[src/rtl/hs_dpath_ce_chain_sink.sv]
// Purpose: credit-managed receive buffer at the tail of a clock-enable chain, re-presented as a valid/ready stream.
// Latency: a word granted at cycle t arrives on ce_in at t+LATENCY and shows on m_valid at t+LATENCY+1.
// Backpressure: m_ready low holds the head word; ce_grant drops once every slot is occupied or reserved in flight.
module hs_dpath_ce_chain_sink #(
   parameter type      DATA_TYPE   = logic,
   parameter DATA_TYPE RESET_VALUE = DATA_TYPE'(1'b0),
   parameter int       DEPTH       = 4,
   parameter int       LATENCY     = 1
) (
   input  logic                       clk,
   input  logic                       aresetn,
   input  logic                       src_req,
   output logic                       ce_grant,
   input  logic                       ce_in,
   input  DATA_TYPE                   din,
   output logic                       m_valid,
   input  logic                       m_ready,
   output DATA_TYPE                   m_data,
   output logic [$clog2(DEPTH+1)-1:0] count,
   output logic [$clog2(DEPTH+1)-1:0] credits,
   output logic                       overflow
);

   localparam int            CW       = $clog2(DEPTH + 1);
   localparam int            PW       = (DEPTH > 1) ? $clog2(DEPTH) : 1;
   localparam logic [CW-1:0] DEPTH_C  = CW'(DEPTH);
   localparam logic [PW-1:0] LAST_PTR = PW'(DEPTH - 1);

   // LATENCY only shapes the credit loop seen from outside; the buffer itself
   // needs no knowledge of it beyond this sanity check.
   generate
      if (DEPTH < 1 || LATENCY < 1) begin : g_param_check
         $error("hs_dpath_ce_chain_sink: DEPTH and LATENCY must both be at least 1");
      end
   endgenerate

   DATA_TYPE       mem [DEPTH];
   logic [PW-1:0]  wr_ptr;
   logic [PW-1:0]  rd_ptr;
   logic [CW-1:0]  count_q;
   logic [CW-1:0]  credits_q;
   logic           overflow_q;

   logic           pop;
   logic           full;
   logic           push_acc;

   // Pointers wrap explicitly so DEPTH need not be a power of two.
   function automatic logic [PW-1:0] ptr_inc(input logic [PW-1:0] p);
      return (p == LAST_PTR) ? '0 : p + 1'b1;
   endfunction

   // A push is accepted unless the buffer is full with no slot freed this cycle;
   // when full, a simultaneous pop frees the slot the push then lands in.
   assign pop      = m_valid & m_ready;
   assign full     = (count_q == DEPTH_C);
   assign push_acc = ce_in & (~full | pop);

   // The grant is combinational so the non-stallable chain launches only into a reserved slot.
   assign ce_grant = aresetn & src_req & (credits_q != '0);

   assign m_valid  = (count_q != '0);
   assign m_data   = mem[rd_ptr];
   assign count    = count_q;
   assign credits  = credits_q;
   assign overflow = overflow_q;

   // Storage: written only for accepted pushes; no write-to-read bypass.
   always_ff @(posedge clk or negedge aresetn) begin
      if (!aresetn) begin
         for (int i = 0; i < DEPTH; i++) begin
            mem[i] <= RESET_VALUE;
         end
      end else if (push_acc) begin
         mem[wr_ptr] <= din;
      end
   end

   // Write pointer advances on accepted pushes, read pointer on pops.
   always_ff @(posedge clk or negedge aresetn) begin
      if (!aresetn) begin
         wr_ptr <= '0;
         rd_ptr <= '0;
      end else begin
         if (push_acc) begin
            wr_ptr <= ptr_inc(wr_ptr);
         end
         if (pop) begin
            rd_ptr <= ptr_inc(rd_ptr);
         end
      end
   end

   // Occupancy tracks accepted pushes minus pops.
   always_ff @(posedge clk or negedge aresetn) begin
      if (!aresetn) begin
         count_q <= '0;
      end else begin
         count_q <= count_q + CW'(push_acc) - CW'(pop);
      end
   end

   // Credits are consumed at grant time and returned at pop time, so a popped slot
   // becomes grantable on the following cycle.
   always_ff @(posedge clk or negedge aresetn) begin
      if (!aresetn) begin
         credits_q <= DEPTH_C;
      end else begin
         credits_q <= credits_q - CW'(ce_grant) + CW'(pop);
      end
   end

   // A word arriving into a full buffer with no pop is dropped and flagged until reset;
   // this only happens if upstream ignored ce_grant or LATENCY is wrong.
   always_ff @(posedge clk or negedge aresetn) begin
      if (!aresetn) begin
         overflow_q <= 1'b0;
      end else if (ce_in && full && !pop) begin
         overflow_q <= 1'b1;
      end
   end

endmodule

[config.mk]
export PLATFORM = sky130hd
export DESIGN_NAME = hs_dpath_ce_chain_sink
export DESIGN_NICKNAME = d
export VERILOG_FILES = /design/src/rtl/hs_dpath_ce_chain_sink.sv
export SDC_FILE = /design/constraint.sdc
export NUM_CORES = 1
export LEC_CHECK = 0
export CAP_MARGIN = 10
export CORE_ASPECT_RATIO = 1.4
export CORE_MARGIN = 4
export CORE_UTILIZATION = 29
export DETAILED_ROUTE_END_ITERATION = 8
export DONT_BUFFER_PORTS = 1
export GPL_TIMING_DRIVEN = 0
export SYNTH_ARGS = -nofsm -noshare
export SYNTH_HDL_FRONTEND = slang
export SYNTH_SLANG_ARGS = --single-unit
[constraint.sdc]
create_clock -name clk -period 3.1 [get_ports clk]
set_input_delay 0.465 -clock clk [delete_from_list [all_inputs] [get_ports clk]]
set_output_delay 0.465 -clock clk [all_outputs]
set_load 0.005 [all_outputs]
**After elaboration in Yosys (flattened, before gate mapping)**

Cells that the tools add are included.

- Flip-flop bits (word level): 15
- Logic and storage cells: 43
- Output and inout bits: 10

- Multiplexer cells: 8
- Reduce and logical (&&, ||, !) cells: 6
- $lt $le $gt $ge: 3
- Bitwise operators: 8
- $add $sub $neg: 6
- Equality and inequality tests: 3

Operators with widths:

| cell | count |
|---|---|
| adder 3 x 1 -> 3 bit | 2 |
| >= comparator 3 bit, second input constant | 2 |
| NOT 2 -> 3 bit | 2 |
| nonzero test 3 bit | 2 |
| subtractor 3 x 1 -> 3 bit | 2 |
| adder 2 x 1 -> 2 bit, second input constant | 2 |
| AND 1 bit | 4 |
| bitwise mux 4 bit | 1 |
| == test 2 bit, second input constant | 2 |
| 2-to-1 mux 2 bit | 2 |
| == test 3 bit, second input constant | 1 |
| logical AND 1 bit | 3 |
| less-than comparator 3 x 1 -> 1 bit, second input constant | 1 |
| 2-to-1 mux 1 bit | 3 |
| binary-select mux 1 bit (select 2 bit) | 1 |
| demux 1 bit (select 2 bit) | 1 |
| zero test 1 bit | 1 |
| NOT 1 bit | 1 |
| bitwise OR 1 bit | 1 |

**Depth between registers and ports, before layout**

- Depth in word-level cells: 6
- Depth in mapped cells: 10
- Gate-level depth less buffers: 10

**Least setup slack after synthesis**

Ideal clock, no wire load.

- Path kind: reg2reg
- From: register count_q[1], in the netlist count[1]
- To: register count_q[2], in the netlist count[2]
- Path buffers: 0
- Stages on the path, launching flop included: 10
- Period minus slack after synthesis: 2210 ps
- Setup time: 124 ps
- Arrival time: 2086 ps
- Setup slack: 890 ps
- Required time: 2976 ps
- Path through: dfrtp_1 -> nor4b_4 -> nand2b_4 -> ha_1 -> inv_1 -> ha_1 -> inv_1 -> fa_1 -> xnor2_1 -> xnor2_1

- Word-level cells in the longest chain between the ends: 6
- Elaborated cells between the ends (all ways): 8
- Classes of those cells: add/sub: 2; eq/ne: 1; bitwise: 4; reduce/logical: 1

RTL lines:

| item | line | RTL |
|---|---|---|
| start: declaration | 40 | `logic [CW-1:0] count_q;` |
| start signal: assignment | 99 | `count_q <= count_q + CW'(push_acc) - CW'(pop);` |
| nonzero test 3 bit / == test 3 bit (equally long branches) | 62, 56 |  |
| AND 1 bit / NOT 1 bit (equally long branches) | 55, 57 |  |
| bitwise OR 1 bit | 57 | `assign push_acc = ce_in & (~full \| pop);` |
| AND 1 bit | 57 |  |
| adder 3 x 1 -> 3 bit | 99 |  |
| subtractor 3 x 1 -> 3 bit * | 99 |  |

Every way passes the cells marked *; elsewhere a longest branch is shown, timed or not.
A chain may end at the register's enable or synchronous reset.

**Worst setup path in the final report**

Same ends and word-level chain as after synthesis.

==> metrics.md <==
| Metric | Value |
|---|---|
| Tightest Pin Transition | 0.6129 ns |
| Sequential area share after synthesis | 45.74% |
| Slew Limit Fails | 0 |
| Area leader, netlist | dfrtp_1 |
| Post-synth cell types | 18 |
| Post-Place Cell Area | 868.3 um2 |
| Final instance area | 914.6 um2 |
| Synthesized cell area | between 800 and 900 um2 |
| CTS tree | yes |
| Clk_lat worst skew | roughly 0.28 ns |
| Total Power | ~900 uW |
| Core box area | 0.002670 mm2 |
| First-pass GRT wire length | 2352 um |
| Gr ovfl total | 0 |
| Data arrival, critical path | ~2.6 ns |
| Worst-path maximum fanout | 6 |
| Mapped Nets | 81 |
| H-tree levels | 1 |
| Largest cells by area after synthesis | dfrtp_1, ha_1, mux2_1 |
| Ports | 16 |
| Max transition margin | 59.01% |
| Initial Util | a little under a third |
| Cell Rows | 22 |
| Routed wire per std cell | 12.72 um |
| Routed vias | 455 |
| Reg2reg setup slack | 0.72 ns |
| Hold path depth | 1 |
| Peak supply drop | between 0.4 and 0.5 mV |
| Detailed Routing Iterations Pass 1 | 2 |
| Vias in the first global route | roughly 500 |
| Die Ht | just over 70 um |
| Layout Nets | 88 |
| Root Driver | clkbuf_4 |
| Clock buffer count from CTS | 3 |
| Required time of the critical path | 3.28 ns |
| Iter 0 DRT Violations | 4 |
| TNS Setup | 0 ns |
| Critical path launch point type | flip-flop |
| HP Class | in -> reg |
| Worst R2R Path Depth | 9 |
| Setup violations, final | 0 |
| Max Cap Viol | 0 |
| Util after Layout | 34.25% |
| Routed vias/inst | 4.292 |
| Antenna-violating nets left | 0 |
| Number of synthesized register bits | 15 |
| CP Capture Type | flip-flop |
| Total Wirelength | 1348 um |
| Final Cycle Share | 76.70% |
| Fin. Hold Viols | 0 |
| Crit path cell chain | nor4b_4 -> nand2b_4 -> ha_1 -> inv_1 -> ha_1 -> inv_1 -> fa_1 -> xnor2_1 -> xnor2_1 |
| Slowest CP cell | dfrtp_1 |
| Status | completed |
| CP max stage delay | roughly 0.48 ns |
| CP Launch Point | count[1] |
| Hold path start | ce_in |
| Final min period | 2.378 ns |
| Proportion of layout cells with a drive suffix above 1 | about 17% |
| Worst-path clk slew | approximately 0.08 ns |
| Synth warn | 0 |
| Syn avg cell area | 12.86 um2 |
| Clk_skew | around 0.0035 ns |
| Worst r2r dst | count[2] |
| Mapped Cells | 64 |
| PortBufs | 0 |
| Post-CTS setup buffer count | 0 |
| Post-synth top area share | 42.55% |
| Area growth syn-to-layout | 11.09% |
| Clk buf depth | 2 |
| RSZ-0062 raised after global routing | false |
| Die W | between 50 and 60 um |
| Reg-to-reg startpoint | count[1] |
| Fmax | 0.4206 GHz |
| DP Wirelength | 1023 um |
| Pwr Density | a little under 1000 mW/mm2 |
| Final GP Congestion | 0.6784 |
| Initial antenna violation count | 0 |
| Critical path type | reg -> reg |
| Antenna fix cells | 0 |
| DRC viols | 0 |
| Largest net degree at the start of global routing | 15 |
| CTS sink cnt | 15 |
| Global Route Usage Sum | 8.575% |
| Leak Pwr | ~0.43 nW |
| Area of the die | 0.003768 mm2 |
| Worst Hold Endpoint | overflow |
metrics by stage:
| stage | setup WS (ns) | hold slack, ns | std cells |
|---|---|---|---|
| floorplan | 0.8898 | 0.1694 | 64 |
| global placement | 0.7195 | 0.1698 | 100 |
| detailed placement | 0.7005 | 0.1698 | 100 |
| CTS | 0.6860 | 0.0003132 | 105 |
| global route | 0.5640 | 0.2920 | 106 |
| finish | 0.7224 | 0.2959 | 106 |
state kept, by name, summed over array words and instances (netlist names):
signal,flops
count,3
credits,3
mem,4
overflow,1
rd_ptr,2
wr_ptr,2
metal layers:
layer  vias to the layer above  global-route usage, %  part of all wire (%)
li1                        220                      -                     -
met1                       223                  9.318                    39
met2                         8                  14.09                    54
met3                         4                  2.105                   4.5
met4                         0                  5.966                   2.3
met5                         -                      0                     0
where the power goes:
group	switching [mW]	internal (mW)
logic	0.151	0.213
registers	0.117	0.309
clock network	0.0605	0.0501
total	0.328	0.572
cell usage after synthesis, drive strengths merged:
| cell | number |
|---|---|
| a21o | 1 |
| dfrtp | 14 |
| dfstp | 1 |
| fa | 2 |
| ha | 9 |
| inv | 9 |
| mux2 | 8 |
| mux4 | 1 |
| nand2 | 5 |
| nand2b | 1 |
| nor2 | 6 |
| nor4b | 1 |
| o311a | 1 |
| or3 | 1 |
| xnor2 | 4 |
timing repair:
item	4_1_cts	5_1_grt
endpoints found under the hold margin	14	1
hold buffers	1	1
gates resized for setup	0	0
cell type report:
type / instances / area, um2
multi-input combinational: 40 / 412.9
tap: 36 / 45.04
sequential: 15 / 376.6
inverter: 9 / 33.78
fill: 271 / 1755
clock buffer: 4 / 26.28
timing repair buffer: 2 / 20.02
cell families (layout without fill, tap and decap cells):
kind of cell | Yosys count | in the layout | share of synthesized area [%]
and+or+nand+nor | 14 | 14 | 10.64
buffers and inverters | 9 | 15 | 4.103
xor gates and xnor gates | 4 | 4 | 4.255
adders and majority gates | 11 | 11 | 18.54
AOI/OAI and AO/OA | 2 | 2 | 2.128
DFF | 15 | 15 | 45.75
muxes | 9 | 9 | 14.59
worst max-delay path: cells and delay by family, from the launching register on:
family,cells,cell delay (ns)
adders and majority gates,3,0.74
DFF,1,0.48
and+or+nand+nor,2,0.66
buffers and inverters,2,0.10
xor gates and xnor gates,2,0.27
worst max path at each step:
stage               endpoint  cells past startpoint
finish              count[2]                      9
global route        count[2]                      9
CTS                 count[2]                      9
detailed placement  count[2]                      9
global placement    count[2]                      9
floorplan           count[2]                      9
placed cells by master (no fill, tap or decap):
cell type / netlist / final
clkbuf_1: 0 / 1
nor4b_4: 1 / 1
ha_1: 9 / 9
mux2_2: 2 / 2
fa_1: 2 / 2
inv_1: 9 / 9
nor2_1: 6 / 6
o311a_1: 1 / 1
dfstp_2: 1 / 1
nand2_2: 1 / 1
xnor2_1: 4 / 4
dlygate4sd3_1: 0 / 2
mux4_2: 1 / 1
nand2b_4: 1 / 1
a21o_1: 1 / 1
mux2_1: 4 / 4
nand2_1: 4 / 4
dfrtp_1: 14 / 14
clkbuf_4: 0 / 3
or3_1: 1 / 1
mux2_4: 2 / 2
(Power assumes the default switching activity.)
